$ cat config.mk
export PLATFORM = sky130hd
export DESIGN_NAME = bus_arbiter_2to1
export DESIGN_NICKNAME = d
export VERILOG_FILES = /design/src/rtl/bus_arbiter_2to1_pkg.sv /design/src/rtl/bus_arbiter_2to1_mux.sv /design/src/rtl/bus_arbiter_2to1.sv
export SDC_FILE = /design/constraint.sdc
export NUM_CORES = 1
export LEC_CHECK = 0
export CAP_MARGIN = 40
export CORE_MARGIN = 5
export CORE_UTILIZATION = 25
export DETAILED_ROUTE_END_ITERATION = 7
export GPL_TIMING_DRIVEN = 1
export SYNTH_ARGS = -nofsm -noshare
export SYNTH_HDL_FRONTEND = slang
export SYNTH_SLANG_ARGS = --single-unit
$ cat constraint.sdc
create_clock -name Clk -period 1.5 [get_ports Clk]
set_input_delay 0.45 -clock Clk [delete_from_list [all_inputs] [get_ports Clk]]
set_output_delay 0.45 -clock Clk [all_outputs]
set_load 0.02 [all_outputs]
$ cat src/rtl/bus_arbiter_2to1_pkg.sv
// Shared datapath definitions for the 2:1 bus arbiter: state encoding, source ids, data width.
// Latency: n/a (types and constants only).
// Backpressure: n/a.
package bus_arbiter_2to1_pkg;

    localparam int DATA_W = 32;

    // Source identifiers as carried on Sel / OutSrc.
    localparam logic SRC_A = 1'b1;
    localparam logic SRC_B = 1'b0;

    typedef enum logic [1:0] {
        IDLE    = 2'b00,
        GRANT_A = 2'b01,
        GRANT_B = 2'b10
    } arb_state_e;

endpackage

$ cat src/rtl/bus_arbiter_2to1_mux.sv
// 32-bit 2-to-1 datapath mux; sel = 1 picks inA, sel = 0 picks inB.
// Latency: purely combinational.
// Backpressure: none, the mux has no flow control of its own.
// Ports: inA/inB data inputs, sel select, dout selected data.
module bus_arbiter_2to1_mux
    import bus_arbiter_2to1_pkg::*;
(
    input  logic [DATA_W-1:0] inA,
    input  logic [DATA_W-1:0] inB,
    input  logic              sel,
    output logic [DATA_W-1:0] dout
);

    assign dout = (sel == SRC_A) ? inA : inB;

endmodule

$ cat src/rtl/bus_arbiter_2to1.sv
// Round-robin burst arbiter for two producers sharing one registered 32-bit downstream port.
// Latency: request in IDLE -> grant next edge; accepted beat appears on OutData one edge later.
// Backpressure: granted Ready = !OutValid || OutReady; output stage holds while OutValid && !OutReady.
// Ports: Clk/Rst_n (sync, active-low); InA/InB, ValidA/ValidB, LastA/LastB, ReadyA/ReadyB on the
// request side; Sel drives the shared mux; OutData/OutValid/OutLast/OutSrc/OutReady downstream.
module bus_arbiter_2to1
    import bus_arbiter_2to1_pkg::*;
#(
    parameter int MAX_BEATS = 16
)
(
    input  logic              Clk,
    input  logic              Rst_n,
    input  logic [DATA_W-1:0] InA,
    input  logic [DATA_W-1:0] InB,
    input  logic              ValidA,
    input  logic              ValidB,
    input  logic              LastA,
    input  logic              LastB,
    output logic              ReadyA,
    output logic              ReadyB,
    output logic              Sel,
    output logic [DATA_W-1:0] OutData,
    output logic              OutValid,
    output logic              OutLast,
    output logic              OutSrc,
    input  logic              OutReady
);

    localparam int            CW       = $clog2(MAX_BEATS);
    localparam logic [CW-1:0] CNT_LAST = CW'(MAX_BEATS - 1);

    arb_state_e        state_q;
    logic              last_grant_q;
    logic [CW-1:0]     beat_cnt_q;
    logic              sel_q;
    logic [DATA_W-1:0] out_data_q;
    logic              out_valid_q;
    logic              out_last_q;
    logic              out_src_q;

    logic [DATA_W-1:0] out_data_d;
    logic              out_free;
    logic              acc_a;
    logic              acc_b;
    logic              in_last;
    logic              eff_last;

    bus_arbiter_2to1_mux u_mux (
        .inA  (InA),
        .inB  (InB),
        .sel  (sel_q),
        .dout (out_data_d)
    );

    // Output slot can take a beat if empty or draining this cycle.
    assign out_free = !out_valid_q || OutReady;
    assign ReadyA   = (state_q == GRANT_A) && out_free;
    assign ReadyB   = (state_q == GRANT_B) && out_free;
    assign acc_a    = ValidA && ReadyA;
    assign acc_b    = ValidB && ReadyB;
    assign in_last  = (state_q == GRANT_A) ? LastA : LastB;
    // Beat counter cap forces the burst closed even without a requester Last.
    assign eff_last = in_last || (beat_cnt_q == CNT_LAST);

    always_ff @(posedge Clk) begin
        if (!Rst_n) begin
            state_q      <= IDLE;
            last_grant_q <= SRC_B;
            beat_cnt_q   <= '0;
            sel_q        <= SRC_B;
            out_data_q   <= '0;
            out_valid_q  <= 1'b0;
            out_last_q   <= 1'b0;
            out_src_q    <= 1'b0;
        end else begin
            // Output stage: load wins over drain, so drain+load in one cycle keeps full rate.
            if (acc_a || acc_b) begin
                out_data_q  <= out_data_d;
                out_valid_q <= 1'b1;
                out_last_q  <= eff_last;
                out_src_q   <= acc_a ? SRC_A : SRC_B;
            end else if (OutReady) begin
                out_valid_q <= 1'b0;
            end

            case (state_q)
                IDLE: begin
                    // A wins contention only if B was served last; Sel moves only here.
                    if (ValidA && (!ValidB || last_grant_q == SRC_B)) begin
                        state_q <= GRANT_A;
                        sel_q   <= SRC_A;
                    end else if (ValidB) begin
                        state_q <= GRANT_B;
                        sel_q   <= SRC_B;
                    end
                end
                GRANT_A, GRANT_B: begin
                    if (acc_a || acc_b) begin
                        if (eff_last) begin
                            state_q      <= IDLE;
                            last_grant_q <= (state_q == GRANT_A) ? SRC_A : SRC_B;
                            beat_cnt_q   <= '0;
                        end else begin
                            beat_cnt_q <= beat_cnt_q + CW'(1);
                        end
                    end
                end
                default: begin
                    state_q <= IDLE;
                end
            endcase
        end
    end

    assign Sel      = sel_q;
    assign OutData  = out_data_q;
    assign OutValid = out_valid_q;
    assign OutLast  = out_last_q;
    assign OutSrc   = out_src_q;

endmodule

### Word level (Yosys, flattened, before mapping)

Index checks and enable logic that the tools add are counted.

| word-level totals | value |
|---|---|
| bits in registers | 43 |
| input port bits | 71 |
| output and inout port bits | 38 |
| word-level logic and storage cells | 49 |

| operators by class | value |
|---|---|
| $add $sub $neg | 1 |
| equal/unequal tests | 6 |
| mux-type cells | 14 |
| bitwise gates (word level) | 1 |
| reduce and logical (&&, ||, !) cells | 19 |

Operators by type and width:

| kind | count |
|---|---|
| 32-bit two-way mux | 1 |
| 2-bit two-way mux | 4 |
| 1-bit two-way mux | 7 |
| 3-bit AND reduction | 2 |
| 1-bit logical AND | 5 |
| 4-bit by 1-bit adder with 4-bit output, second input constant | 1 |
| 4-bit equality test, second input constant | 1 |
| 1-bit logical OR | 4 |
| 4-bit two-way mux | 1 |
| 2-bit inequality test, second input constant | 2 |
| 2-bit one-hot mux with 2 select lines | 1 |
| 2-bit AND reduction | 2 |
| 2-bit nonzero test | 2 |
| 3-bit inequality test, second input constant | 1 |
| 2-bit by 1-bit equality test with 1-bit output, second input constant | 1 |
| 2-bit equality test, second input constant | 1 |
| 1-bit zero test | 2 |
| 2-bit zero test | 1 |
| 2-bit OR reduction | 1 |
| 1-bit inverter | 1 |

### Longest topological paths before layout

Gate-level depths: netlist of run 1.

| logic depth | value |
|---|---|
| depth in word-level cells | 7 |
| mapped depth | 8 |
| depth with buffers taken out | 6 |

### Cells and area by module

From an unflattened synthesis of run 1, not the netlist that was laid out.

| unflattened totals | value |
|---|---|
| cells, all modules | 244 |
| area total of the unflattened synthesis | 2,219.6 µm² |

By module, submodules not included:

| module | instances | cells each | area an instance (µm²) | seq. area each (µm²) |
|---|---|---|---|---|
| bus_arbiter_2to1 | 1 | 208 | 1,675.4 | 860.8 |
| bus_arbiter_2to1_mux | 1 | 36 | 544.3 | 0.0 |

### Worst setup path before layout of run 1

OpenSTA, ideal clock, no wires.

| timing | value |
|---|---|
| path type | reg2reg |
| start | register state_q[1] |
| end | register beat_cnt_q[0] |
| setup time | 0.070 ns |
| data arrival time | 1.553 ns |
| data required time | 1.430 ns |
| path slack | -0.124 ns |
| cell stages (with the launch flop) | 7 |
| buffers on the path | 0 |
| period minus slack after synthesis | 1.624 ns |
| cells stage by stage | dfxtp_1 -> inv_1 -> ha_1 -> mux2_4 -> or2_4 -> or3_1 -> a21oi_1 |

| between the ends | value |
|---|---|
| longest elaborated chain between the ends | 5 |
| elaborated cells between the ends (all ways) | 12 |
| classes of those cells | 2 x eq/ne; 2 x mux; 8 x reduce/logical |

Ends and longest elaborated chain:

| what | RTL line | source |
|---|---|---|
| start: declaration | bus_arbiter_2to1.sv:33 | `arb_state_e state_q;` |
| start signal: assignment | bus_arbiter_2to1.sv:68 | `state_q <= IDLE;` |
| start signal: assignment | bus_arbiter_2to1.sv:91 | `state_q <= GRANT_A;` |
| start signal: assignment | bus_arbiter_2to1.sv:94 | `state_q <= GRANT_B;` |
| 2-bit by 1-bit equality test with 1-bit output or 2-bit equality test (tied branches) | n/a |  |
| 1-bit logical AND, on equally long branches | bus_arbiter_2to1.sv:58, bus_arbiter_2to1.sv:59 |  |
| 1-bit logical AND, on equally long branches | bus_arbiter_2to1.sv:60, bus_arbiter_2to1.sv:61 |  |
| 1-bit logical OR | bus_arbiter_2to1.sv:99 | `if (acc_a \|\| acc_b) begin` |
| 2-bit AND reduction (no source line) | n/a |  |
| end signal: assignment | bus_arbiter_2to1.sv:105 | `beat_cnt_q <= beat_cnt_q + CW'(1);` |
| end: declaration | bus_arbiter_2to1.sv:35 | `logic [CW-1:0] beat_cnt_q;` |

Several ways; a longest one is shown, not always the timed one.
A chain may end at the register's enable or synchronous reset.

### Worst setup path in the final report of run 1

| timing | value |
|---|---|
| start | register state_q[1] |
| end | register beat_cnt_q[1] |

The elaborated chain is that of the path after synthesis.

==> results of run 1 <==
==> through the flow <==
step / utilization / cell area [um2]
finish: 0.525 / 4060
global placement: 0.429 / 3320
floorplan: - / 2020
CTS: 0.498 / 3850
detailed placement: 0.429 / 3320
global route: 0.525 / 4060
==> area by class of cell <==
cell class              count  share of cell area
inverters                   5             0.00555
clock buffers               6              0.0203
clock inverters             2             0.00863
flip-flops and latches     43               0.213
repair buffers            146               0.360
multi-input cells         148               0.361
well taps                 102              0.0314
==> routing by layer <==
layer | global-route usage | routed length (um) | vias to the layer above
li1 | - | - | 1038
met1 | 0.159 | 2880 | 969
met2 | 0.227 | 3330 | 73
met3 | 0.0463 | 496 | 6
met4 | 0.0410 | 81 | 0
met5 | 0 | 0 | -
==> sequential cells by signal, summed over array words and instances, names as in the netlist <==
signal        count
OutLast           1
state_q           2
beat_cnt_q        4
last_grant_q      1
OutSrc            1
OutValid          1
Sel               1
OutData          32
==> worst max-delay path, cell delays in order, from the launching register on <==
cell     delay, ns
dfxtp_2       0.34
inv_2         0.05
ha_4          0.16
buf_6         0.11
mux2_4        0.30
or2_4         0.24
or3_4         0.33
a21oi_2       0.12
==> what timing repair did <==
action | in CTS | in global routing
resized for setup | 119 | 98
pin swaps | 10 | 5
cloned | 5 | 4
endpoints found under the hold margin | 0 | 0
buffers inserted | 6 | 5
setup endpoints to repair | 78 | 60
==> cell families (layout without fill, tap and decap cells) <==
family | count (synthesis) | after routing | synth area share
AOI/OAI and AO/OA | 50 | 50 | 0.182
adders and majority gates | 4 | 4 | 0.0251
buffers and inverters | 20 | 159 | 0.0471
DFF | 43 | 43 | 0.432
muxes | 33 | 33 | 0.168
and+or+nand+nor | 61 | 61 | 0.145
==> power by group <==
group          internal [uW]  total, uW  switching (uW)  leakage [uW]
Sequential              1290       1430             138      0.000352
Combinational           1030       1900             879       0.00115
Clock                    539        934             395     0.0000612
==> worst paths after layout <==
kind	from	to	depth (start not counted)
max reg2reg	state_q[1]	beat_cnt_q[1]	7
min reg2reg	OutLast	OutLast	2
min	OutLast	OutLast	2
max	state_q[1]	beat_cnt_q[1]	7
==> cells in the final DEF (no fill, tap or decap), types with 6 or more instances in the layout <==
cell / count
clkdlybuf4s50_1: 69
dfxtp_1: 40
mux2i_1: 32
nor2_4: 28
a211oi_2: 27
clkbuf_2: 26
buf_4: 21
nand2_1: 6
clkbuf_8: 6
clkdlybuf4s15_1: 6
buf_6: 6
==> results.toml, run 1 <==
[cells_and_area]
nets = 424
multiInputGateArea_um2 = 1470
diodes = 0
fillers = 709
drive_gt1_frac = 0.449
fin_cells = 452
syn_to_final_growth_pct = 104
ff_latch_area_um2 = 865

[sta]
fmax_ghz = 0.588
finalSetupViolations = 42
whs_ns = 0.488
setup_ws_ns = -0.200
tns_ns = -6.21
worst_pin_slew_ns = 0.552
finalHoldViolations = 0
fin_skew_ns = 0.00768
drv_slew = 0
slew_headroom = 0.632
period_minus_slack_ns = 1.70
period_share = 1.13
rsz0062_at_grt = "true"

[logic_synthesis]
synthCells = 211
synth_edf_count = 0
syn_avg_cell_area_um2 = 9.43
synthTopCellsByArea = "dfxtp_1, mux2i_1, a211oi_1"
netlist_area_um2 = 1990
yosysTopAreaCellShare = 0.432
synth_common_cells = "dfxtp_1, nor2_1, a211oi_1, mux2i_1, buf_2"
synth.distinct_cells = 33
syn_nets = 286
ys_seq_area_frac = 0.432
async_flop_share = 0
yosysMostFrequentCell = "dfxtp_1"
yosysWarnings = 0
ys_seq_elements = 43
ys.flop_type = "dfxtp_1"
synth_top_area_cell = "dfxtp_1"

[clock_network]
htree_levels = 2
clock_sinks = 43
cts_buffer_depth = 2
cts_buffers = 5
cts_tree = "done"
holdBufCountCts = 0
clockRootBuffer = "clkbuf_8"
cts.clk_slew.worst_paths_ns = 0.08
clock_latency_ns = 0.29

[placed_design]
dp_cells = 426
hpwl_mm = 4.41
gp_congestion = 0.742
place_ws_ns = -0.726
port_buffers = 108

[critical_path]
rrSetupSlack_ns = -0.20
start_kind = "register"
worstPathRequired_ns = 1.73
worstSetupPathType = "register to register"
worstSetupEndpointType = "register"
path_max_fanout = 3
critPathArrivalTime_ns = 1.93

[grt]
grt_max_degree = 34
grt_pass1_vias = 2219
grt_overflow = 0
grt_pass1_wl_mm = 10.8
antenna_found_initial = 0
grt_usage = 0.134

[power_and_ir_drop]
p_leak_uw = 0.00156
power_density_nw_per_um2 = 1050
p_total_uw = 4270
ir_drop_v = 0.000417

[drt]
drt.antenna.violating_nets = 0
drt_iter0_markers = 21
routed_wl_mm = 6.79
wire_per_inst_um = 15.0
via_count = 2086
drc = 0
first_pass_iters = 4
vias_per_cell = 4.62

[outcome]
violations = "setup timing"
outcome = "finished with violations"

[die]
die_x_um = 99.2
core_area_um2 = 7730
start_util = 0.258
ios = 109
die_h_um = 99.2
die_area_um2 = 9850
core.rowCount = 32

[flow_run]
cap_violations = 0

[worst_hold_path]
hp-class = "register to register"
Note: power is estimated with default switching activity, not from simulation.
==> inputs of run 2 (changes only) <==
--- a/config.mk
+++ b/config.mk
@@ -10,6 +10,7 @@
 export CORE_UTILIZATION = 25
 export DETAILED_ROUTE_END_ITERATION = 7
 export GPL_TIMING_DRIVEN = 1
+export PLACE_DENSITY = 0.64
 export SYNTH_ARGS = -nofsm -noshare
 export SYNTH_HDL_FRONTEND = slang
 export SYNTH_SLANG_ARGS = --single-unit
==> run 2 against run 1 <==
Effect of this change:
- the run still ends with setup timing left
- setup slack lost 0.048 ns
- core utilization is essentially flat
- register-to-register slack lost 0.05 ns
- worst hold slack gained 0.014 ns
- cell area is essentially flat
- count of clock-buffer cells in the layout grew 2
- first-iteration DRC count grew 62%
- die area is the same
- power shrank 3.9%
- wire length shrank 2.8%
- largest cell class unchanged
==> results.toml, run 2 (synthesized netlist as in run 1, its figures left out) <==
[critical_path]
critPathMaxStageDelay_ns = 0.34
worstSetupPathType = "register to register"
path_max_fanout = 3
critPathArrivalTime_ns = 1.92
worstSetupEndpointType = "register"
crit_chain = "inv_2, ha_4, buf_6, mux2_4, o211ai_1, buf_4, and2_4, o32ai_2"
cpMaxStageDelayCell = "dfxtp_2"
start_kind = "register"
worstPathRequired_ns = 1.67

[placed_design]
placed_area_um2 = 3330
hpwl_mm = 4.43
place_ws_ns = -0.729
gp_congestion = 0.779
port_buffers = 108

[drt]
routed_wl_mm = 6.60
drt_iter0_markers = 34
via_count = 2067
drc = 0
wl_met2_mm = 3.28
first_pass_iters = 4
wire_per_inst_um = 14.7
drt.antenna.violating_nets = 0
dr_wl_met3_um = 555
vias_per_cell = 4.60
highest-signal-layer = "met4"
drt-met1-wl_mm = 2.68

[sta]
fin_skew_ns = 0.00485
finalSetupViolations = 42
drv_slew = 0
rsz0062_at_grt = "true"
whs_ns = 0.501
period_minus_slack_ns = 1.75
slew_headroom = 0.633
fmax_ghz = 0.572
worst_pin_slew_ns = 0.551
finalHoldViolations = 0
period_share = 1.17
setup_ws_ns = -0.248

[die]
die_h_um = 99.2
core.rowCount = 32
start_util = 0.258
die_area_um2 = 9850
core_area_um2 = 7730
ios = 109
die_x_um = 99.2

[cells_and_area]
final_area_um2 = 4060
mostFrequentLayoutCells = "clkdlybuf4s50_1, dfxtp_1, mux2i_1"
nets = 421
final_common_cell = "clkdlybuf4s50_1"
drive_gt1_frac = 0.380
final_util = 0.526
diodes = 0
largest_register_ffs = 32
syn_to_final_growth_pct = 104

[grt]
antenna_found_initial = 0
grt_pass1_wl_mm = 9.25
grt_overflow = 0
grt_usage = 0.114
grt_max_degree = 34
grt_pass1_vias = 1959

[power_and_ir_drop]
power_density_nw_per_um2 = 1010
p_leak_uw = 0.00154
power_frac_seq = 0.348
p_total_uw = 4100
power.internal_uw = 2720
power_frac_comb = 0.458
p_sw_frac = 0.338
switching_power_uw = 1390
clkPwrFrac = 0.194
ir_drop_v = 0.000382

[clock_network]
cts.clk_slew.worst_paths_ns = 0.08
cts_tree = "done"
holdBufCountCts = 0
htree_levels = 2
clock_latency_ns = 0.28
cts_buffer_depth = 2
clock_sinks = 43
clockRootBuffer = "clkbuf_8"
cts_buffers = 5

[flow_run]
cap_violations = 0

[worst_hold_path]
hp-class = "register to register"

[outcome]
violations = "setup timing"
outcome = "finished with violations"
[run 2: path summary, 6_finish.rpt]
| kind | start | to | slack (ns) | depth (start not counted) |
|---|---|---|---|---|
| worst min-delay path | OutLast | OutLast | 0.50 | 2 |
| worst max register to register | state_q[1] | state_q[0] | -0.25 | 8 |
| worst max-delay path | state_q[1] | state_q[0] | -0.25 | 8 |
| worst min register to register | OutLast | OutLast | 0.50 | 2 |
[run 2: per-layer routing]
layer | track usage | vias to the layer above
met5 | 0 | -
met1 | 0.139 | 960
met2 | 0.184 | 75
met3 | 0.0400 | 4
met4 | 0.0431 | 0
li1 | - | 1028
[run 2: power by group through the flow]
stage / sequential (uW) / combinational (uW) / clock (uW)
finish: 1430 / 1880 / 794
global route: 1450 / 2000 / 893
CTS: 1370 / 1500 / 828
detailed placement: 1390 / 1400 / 0
global placement: 1390 / 1380 / 0
floorplan: 1560 / 564 / 0
[run 2: stage by stage]
| stage | TNS, ns | instances |
|---|---|---|
| 6_report | -5.71 | 449 |
| 2_1_floorplan | -0.759 | 211 |
| 5_1_grt | -8.27 | 449 |
| 3_5_place_dp | -16.63 | 428 |
| 4_1_cts | -6.01 | 442 |
| 3_3_place_gp | -15.24 | 428 |
[run 2: final cells by class]
type	count	area (um2)
inverters	5	18.8
fillers	689	3660
flip-flops and latches	43	865
repair buffers	142	1470
multi-input cells	149	1480
clock buffers	8	100
well taps	102	128
[run 2: what timing repair did]
action | in CTS | in global routing
setup buffers | 4 | 5
resized for setup | 83 | 112
pin swaps | 9 | 10
cloned | 2 | 5
setup endpoints to repair | 78 | 44
[run 2: worst max-delay path: cells and delay by family, from the launching register on]
family                     cells  cell delay [ns]
adders and majority gates      1             0.16
buffers and inverters          3             0.33
muxes                          1             0.30
DFF                            1             0.34
AOI/OAI and AO/OA              2             0.37
and+or+nand+nor                1             0.14
==> inputs of run 3 (changes only) <==
--- a/config.mk
+++ b/config.mk
@@ -9,6 +9,7 @@
 export CORE_MARGIN = 5
 export CORE_UTILIZATION = 25
 export DETAILED_ROUTE_END_ITERATION = 7
+export GPL_ROUTABILITY_DRIVEN = 0
 export GPL_TIMING_DRIVEN = 1
 export PLACE_DENSITY = 0.64
 export SYNTH_ARGS = -nofsm -noshare
==> results of run 3 <==
No change in the layout: final DEF, timing and power equal those of run 2.
